File: config.mk
export PLATFORM = sky130hd
export DESIGN_NAME = multicycle_control
export DESIGN_NICKNAME = d
export VERILOG_FILES = /design/src/rtl/multicycle_control.sv
export SDC_FILE = /design/constraint.sdc
export NUM_CORES = 1
export LEC_CHECK = 0
export CAP_MARGIN = 15
export CORE_ASPECT_RATIO = 1.2
export CORE_MARGIN = 4
export CORE_UTILIZATION = 52
export CTS_BUF_LIST = sky130_fd_sc_hd__clkbuf_8
export DETAILED_ROUTE_END_ITERATION = 10
export GPL_TIMING_DRIVEN = 0
export PLACE_DENSITY = 0.92
export SLEW_MARGIN = 25
export SYNTH_ARGS = -nofsm -noshare
export SYNTH_HDL_FRONTEND = slang
export SYNTH_SLANG_ARGS = --single-unit
File: constraint.sdc
create_clock -name clk -period 2.35 [get_ports clk]
set_input_delay 0.235 -clock clk [delete_from_list [all_inputs] [get_ports clk]]
set_output_delay 0.235 -clock clk [all_outputs]
set_load 0.05 [all_outputs]
File: src/rtl/multicycle_control.sv
// Multicycle instruction sequencer (IDLE/DECODE/EXEC/MEM/WB/HALT) between fetch and datapath.
// Build macro CTRL_ILLEGAL_TRAP_EN: unknown opcodes pulse err in EXEC and then halt.
module multicycle_control #(
    parameter int INSTR_W     = 16,
    parameter int ALUOP_W     = 4,
    parameter int MEM_TIMEOUT = 15
) (
    input  logic               clk,
    input  logic               rst_n,
    input  logic               instr_valid,
    output logic               instr_ready,
    input  logic [INSTR_W-1:0] instr,
    input  logic               mem_ack,
    output logic [1:0]         reg_dest,
    output logic [ALUOP_W-1:0] alu_op,
    output logic               reg_write,
    output logic               mem_read,
    output logic               mem_write,
    output logic               mem_to_reg,
    output logic               busy,
    output logic               halted,
    output logic               err
);
    localparam int CNT_W = 8;

`ifdef CTRL_ILLEGAL_TRAP_EN
    localparam bit TRAP_EN = 1'b1;
`else
    localparam bit TRAP_EN = 1'b0;
`endif

    typedef enum logic [2:0] {S_IDLE, S_DECODE, S_EXEC, S_MEM, S_WB, S_HALT} state_t;
    typedef enum logic [2:0] {K_NOP, K_ALU, K_LD, K_ST, K_HALT, K_ILL} kind_t;

    state_t             state_reg, state_next;
    kind_t              kind_reg, kind_next, dec_kind;
    logic [INSTR_W-1:0] ir_reg, ir_next;
    logic [CNT_W-1:0]   cnt_reg, cnt_next;
    logic [ALUOP_W-1:0] alu_reg, alu_next, dec_alu;
    logic [1:0]         dest_reg, dest_next, dec_dest;
    logic               ready_reg, ready_next;
    logic               err_reg, err_next;
    logic               halted_reg, halted_next;
    logic [4:0]         opc;
    logic               unused_ir;

    assign opc       = ir_reg[INSTR_W-1 -: 5];
    assign unused_ir = ^ir_reg[INSTR_W-6:2];

    function automatic logic [ALUOP_W-1:0] funct_to_aluop(input logic [1:0] f);
        case (f)
            2'b00:   return '0;
            2'b01:   return ALUOP_W'(1);
            2'b10:   return ALUOP_W'(2);
            default: return ALUOP_W'(12);
        endcase
    endfunction

    // Decode of the held instruction; only latched at the end of DECODE.
    always_comb begin
        dec_kind = TRAP_EN ? K_ILL : K_NOP;
        dec_alu  = '0;
        dec_dest = 2'd3;
        if (opc == 5'b00000) begin
            dec_kind = K_HALT;
        end else if (opc == 5'b11001) begin
            dec_kind = K_ALU;
            dec_alu  = funct_to_aluop(ir_reg[1:0]);
            dec_dest = 2'd2;
        end else if (opc[4:3] == 2'b01) begin
            dec_kind = K_ALU;
            dec_alu  = funct_to_aluop(opc[1:0]);
            dec_dest = 2'd0;
        end else if (opc == 5'b10000) begin
            dec_kind = K_LD;
            dec_dest = 2'd0;
        end else if (opc == 5'b10001) begin
            dec_kind = K_ST;
            dec_dest = 2'd0;
        end
    end

    always_comb begin
        state_next  = state_reg;
        kind_next   = kind_reg;
        ir_next     = ir_reg;
        cnt_next    = cnt_reg;
        alu_next    = alu_reg;
        dest_next   = dest_reg;
        err_next    = 1'b0;
        halted_next = halted_reg;
        case (state_reg)
            S_IDLE: begin
                if (instr_valid && ready_reg) begin
                    ir_next    = instr;
                    state_next = S_DECODE;
                end
            end
            S_DECODE: begin
                kind_next  = dec_kind;
                alu_next   = dec_alu;
                dest_next  = dec_dest;
                state_next = S_EXEC;
                if (dec_kind == K_HALT) halted_next = 1'b1;
                if (dec_kind == K_ILL)  err_next    = 1'b1;
            end
            S_EXEC: begin
                case (kind_reg)
                    K_ALU:       state_next = S_WB;
                    K_LD, K_ST: begin
                        state_next = S_MEM;
                        cnt_next   = '0;
                    end
                    K_HALT:      state_next = S_HALT;
                    K_ILL: begin
                        state_next  = S_HALT;
                        halted_next = 1'b1;
                    end
                    default:     state_next = S_IDLE;
                endcase
            end
            S_MEM: begin
                cnt_next = cnt_reg + CNT_W'(1);
                // An ack in the final allowed cycle beats the timeout.
                if (mem_ack) begin
                    state_next = (kind_reg == K_LD) ? S_WB : S_IDLE;
                end else if (cnt_reg == CNT_W'(MEM_TIMEOUT - 1)) begin
                    state_next = S_IDLE;
                    err_next   = 1'b1;
                end
            end
            S_WB:    state_next = S_IDLE;
            S_HALT:  state_next = S_HALT;
            default: state_next = S_IDLE;
        endcase
        if (state_next == S_IDLE) begin
            kind_next = K_NOP;
            alu_next  = '0;
            dest_next = 2'd0;
            cnt_next  = '0;
        end
    end

    // Registered ready keeps instr_ready low until the first edge after reset release.
    assign ready_next = (state_next == S_IDLE);

    always_ff @(posedge clk or negedge rst_n) begin
        if (!rst_n) begin
            state_reg  <= S_IDLE;
            kind_reg   <= K_NOP;
            ir_reg     <= '0;
            cnt_reg    <= '0;
            alu_reg    <= '0;
            dest_reg   <= 2'd0;
            ready_reg  <= 1'b0;
            err_reg    <= 1'b0;
            halted_reg <= 1'b0;
        end else begin
            state_reg  <= state_next;
            kind_reg   <= kind_next;
            ir_reg     <= ir_next;
            cnt_reg    <= cnt_next;
            alu_reg    <= alu_next;
            dest_reg   <= dest_next;
            ready_reg  <= ready_next;
            err_reg    <= err_next;
            halted_reg <= halted_next;
        end
    end

    assign instr_ready = ready_reg;
    assign busy        = (state_reg != S_IDLE);
    assign reg_write   = (state_reg == S_WB);
    assign mem_read    = (state_reg == S_MEM) && (kind_reg == K_LD);
    assign mem_write   = (state_reg == S_MEM) && (kind_reg == K_ST);
    assign mem_to_reg  = (state_reg == S_WB) && (kind_reg == K_LD);
    assign alu_op      = alu_reg;
    assign reg_dest    = dest_reg;
    assign halted      = halted_reg;
    assign err         = err_reg;

endmodule

==> flow_summary_export.csv <==
group,metric,value,unit
routing,vias,1308,
power_and_ir_drop,power_density,1150,mW/mm2
die,floorplan.initialDensity,0.542,
finish,synthToLayoutAreaGrowth,26.9,%
timing,setup_viol,0,
logic_synthesis,ys_top_cells_by_area,"sky130_fd_sc_hd__dfrtp_1 (48%), sky130_fd_sc_hd__mux2_2 (7.4%), sky130_fd_sc_hd__nor2_1 (6.2%)",
finish,finish.utilization,0.688,
routing,wire_per_inst,15.7,um
grt,grt_start_max_net_pins,30,
timing,clock.fmax,445,MHz
die,dieArea,0.00386,mm2
timing,final-hold-violation-count,0,
clock_tree,cts_buffers,5,
hold_path,worstHoldPathType,"flop to flop",
logic_synthesis,post_synthesis_net_count,180,
logic_synthesis,netlist_instances,156,
routing,detailedRoute.firstIterationViolations,65,
timing,finalWorstSetupSlack,0.105,ns
clock_tree,number_of_post_cts_setup_repair_buffers,0,
timing,clock-skew-final,0.00443,ns
clock_tree,cts.sink_count,29,
grt,globalRouteTotalUtil,0.202,
logic_synthesis,synth.yosys.seq_area_share,0.476,
logic_synthesis,synth_top_cell_area_share,0.476,
clock_tree,tritoncts,"built",
logic_synthesis,synth_async_sr_flop_share,1.00,
clock_tree,cts.clk_slew.worst_paths,0.06,ns
grt,groute.layer.met2.usage,0.363,
placement,hpwlAfterDp,2.58,mm
routing,ant_nets,0,
die,floorplan.die.height,67.3,um
placement,globalplace.congestion,0.880,
clock_tree,worst_skew_pair.late_latency,0.28,ns
finish,layout_commonest_cell,"sky130_fd_sc_hd__dfrtp_1",
logic_synthesis,synth_seq_cells,29,
die,boundaryPins,34,
timing,finalCritPeriodShare,0.955,
finish,mostFrequentLayoutCells,"sky130_fd_sc_hd__dfrtp_1 (29), sky130_fd_sc_hd__nor2_1 (25), sky130_fd_sc_hd__clkdlybuf4s50_1 (21), sky130_fd_sc_hd__nand2_1 (15), sky130_fd_sc_hd__mux2_2 (10)",
power_and_ir_drop,peak_supply_drop,0.000723,V
finish,postLayoutCellArea,0.00193,mm2
die,core_footprint,0.00281,mm2
placement,place.port_buffers,24,
timing,grt_setup_unrepaired,"false",
timing,transition_time_at_the_pin_with_the_least_slew_margin,0.652,ns
finish,final.fill_count,217,
clock_tree,ctsRootBufferMaster,"sky130_fd_sc_hd__clkbuf_8",
die,fp-row-count,21,
logic_synthesis,postSynthAreaPerCell,9.77,um2
routing,tritonroute_pass_1_iters,4,
clock_tree,cts_buffer_depth,2,
timing,min_period,2.24,ns
logic_synthesis,mappedNetlistArea,0.00152,mm2
power_and_ir_drop,total_leakage_power,0.827,nW
routing,drt_wl_total,3.50,mm
timing,finalMaxSlewViolations,0,
critical_path,critical_path.startpoint_type,"flop",
run_status,status,"finished, final reports clean",
timing,setup_total_negative_slack,0,ns
placement,place_area,0.00181,mm2
grt,grt_use_met3,0.0688,
logic_synthesis,synth.distinct_cells,41,
grt,initial_antenna_violation_count,0,
critical_path,crit_fanout,4,
critical_path,critical_path_arrival,2.01,ns
grt,first_pass_grt_wire_length,5.80,mm
timing,slew_headroom,0.565,
grt,globalRoute.totalOverflow,0,
critical_path,critical_path_required,2.12,ns
finish,nNetsFinal,212,
routing,via_per_instance_ratio,5.87,
grt,grt_util_met1,0.211,
grt,first_global_vias,1282,
logic_synthesis,yosysWarningCount,0,
finish,antenna-diode-count,0,
critical_path,worstSetupPathType,"flop to primary output",
grt,grt-busiest-layer,"met2",
routing,drcViolationCount,0,
finish,largest_register_ffs,8,
clock_tree,cts-htree-levels,2,
die,die_width,57.4,um
critical_path,timing.critical_path.to_type,"primary output",
logic_synthesis,synth_largest_area_cell,"sky130_fd_sc_hd__dfrtp_1",
placement,preCtsSetupSlack,0.227,ns
finish,drive_above_1_share,0.153,
logic_synthesis,synth_edf_count,0,
job,maxCapViolations,0,
logic_synthesis,postSynth.topFlopCell,"sky130_fd_sc_hd__dfrtp_1",
stage by stage:
step / power (mW) / instances / hold slack, ns
6_report: 2.23 / 223 / 0.496
3_3_place_gp: 1.67 / 214 / 0.460
4_1_cts: 2.23 / 223 / 0.502
5_1_grt: 2.35 / 223 / 0.511
3_5_place_dp: 1.69 / 214 / 0.295
2_1_floorplan: 1.41 / 156 / -0.0606
kinds of logic after synthesis:
group,count (synthesis),synth area share
AO/OA/AOI/OAI,29,0.126
buffers and inverters,11,0.0369
AND/OR/NAND/NOR,72,0.248
multiplexers,11,0.0805
adder cells (fa/ha/maj),4,0.0328
flip-flops,29,0.476
critical path: stages, from the launching register on:
cell,delay (ns)
sky130_fd_sc_hd__dfrtp_1,0.42
sky130_fd_sc_hd__nor3b_1,0.34
sky130_fd_sc_hd__and2_1,0.18
sky130_fd_sc_hd__clkdlybuf4s50_1,0.80
routing by layer:
layer | up-vias | routed length (um)
li1 | 621 | -
met1 | 638 | 1410
met2 | 41 | 1770
met3 | 8 | 244
met4 | 0 | 84
met5 | - | 0
report_power, final:
part	switching [mW]	leakage [nW]	internal (mW)	total, mW
clock network	0.189	0.0626	0.341	0.530
logic	0.590	0.381	0.356	0.945
registers	0.121	0.383	0.629	0.750
total	0.900	0.827	1.32	2.23
what timing repair did:
item | 4_1_cts | 5_1_grt
gates resized for setup | 1 | 1
endpoints found under the setup margin | 1 | 1
hold endpoints to repair | 29 | 0
hold buffers | 1 | 0
cell usage after synthesis, drive strengths merged (2+ instances only):
| library cell | count |
|---|---|
| dfrtp | 29 |
| nor2 | 26 |
| nand2 | 15 |
| a21oi | 10 |
| mux2 | 10 |
| nand3 | 6 |
| buf | 5 |
| inv | 5 |
| o21ai | 5 |
| ha | 4 |
| nor3b | 4 |
| a22oi | 3 |
| and2 | 3 |
| nand3b | 3 |
| nor2b | 3 |
| nor3 | 3 |
| a211oi | 2 |
| o22ai | 2 |
layout make-up:
| cell class | instances | area, um2 | area share |
|---|---|---|---|
| tap | 34 | 42.5 | 0.0220 |
| multi-input combinational | 116 | 747 | 0.386 |
| buffer | 6 | 37.5 | 0.0194 |
| sequential | 29 | 726 | 0.375 |
| clock inverter | 2 | 33.8 | 0.0175 |
| inverter | 5 | 18.8 | 0.00970 |
| clock buffer | 6 | 82.6 | 0.0427 |
| timing repair buffer | 25 | 246 | 0.127 |
worst paths after layout:
kind                       cells past startpoint   startpoint           end  slack, ns
max                                            3  kind_reg[0]    mem_to_reg       0.11
min                                            1       halted        halted       0.50
max reg2reg                                    8   cnt_reg[0]     alu_op[0]       0.20
min reg2reg                                    1       halted        halted       0.50
max in group asynchronous                      2        rst_n     alu_op[0]       1.41
min in group asynchronous                      2        rst_n  state_reg[0]       0.52
No activity file was read; power rests on OpenSTA's default activity.
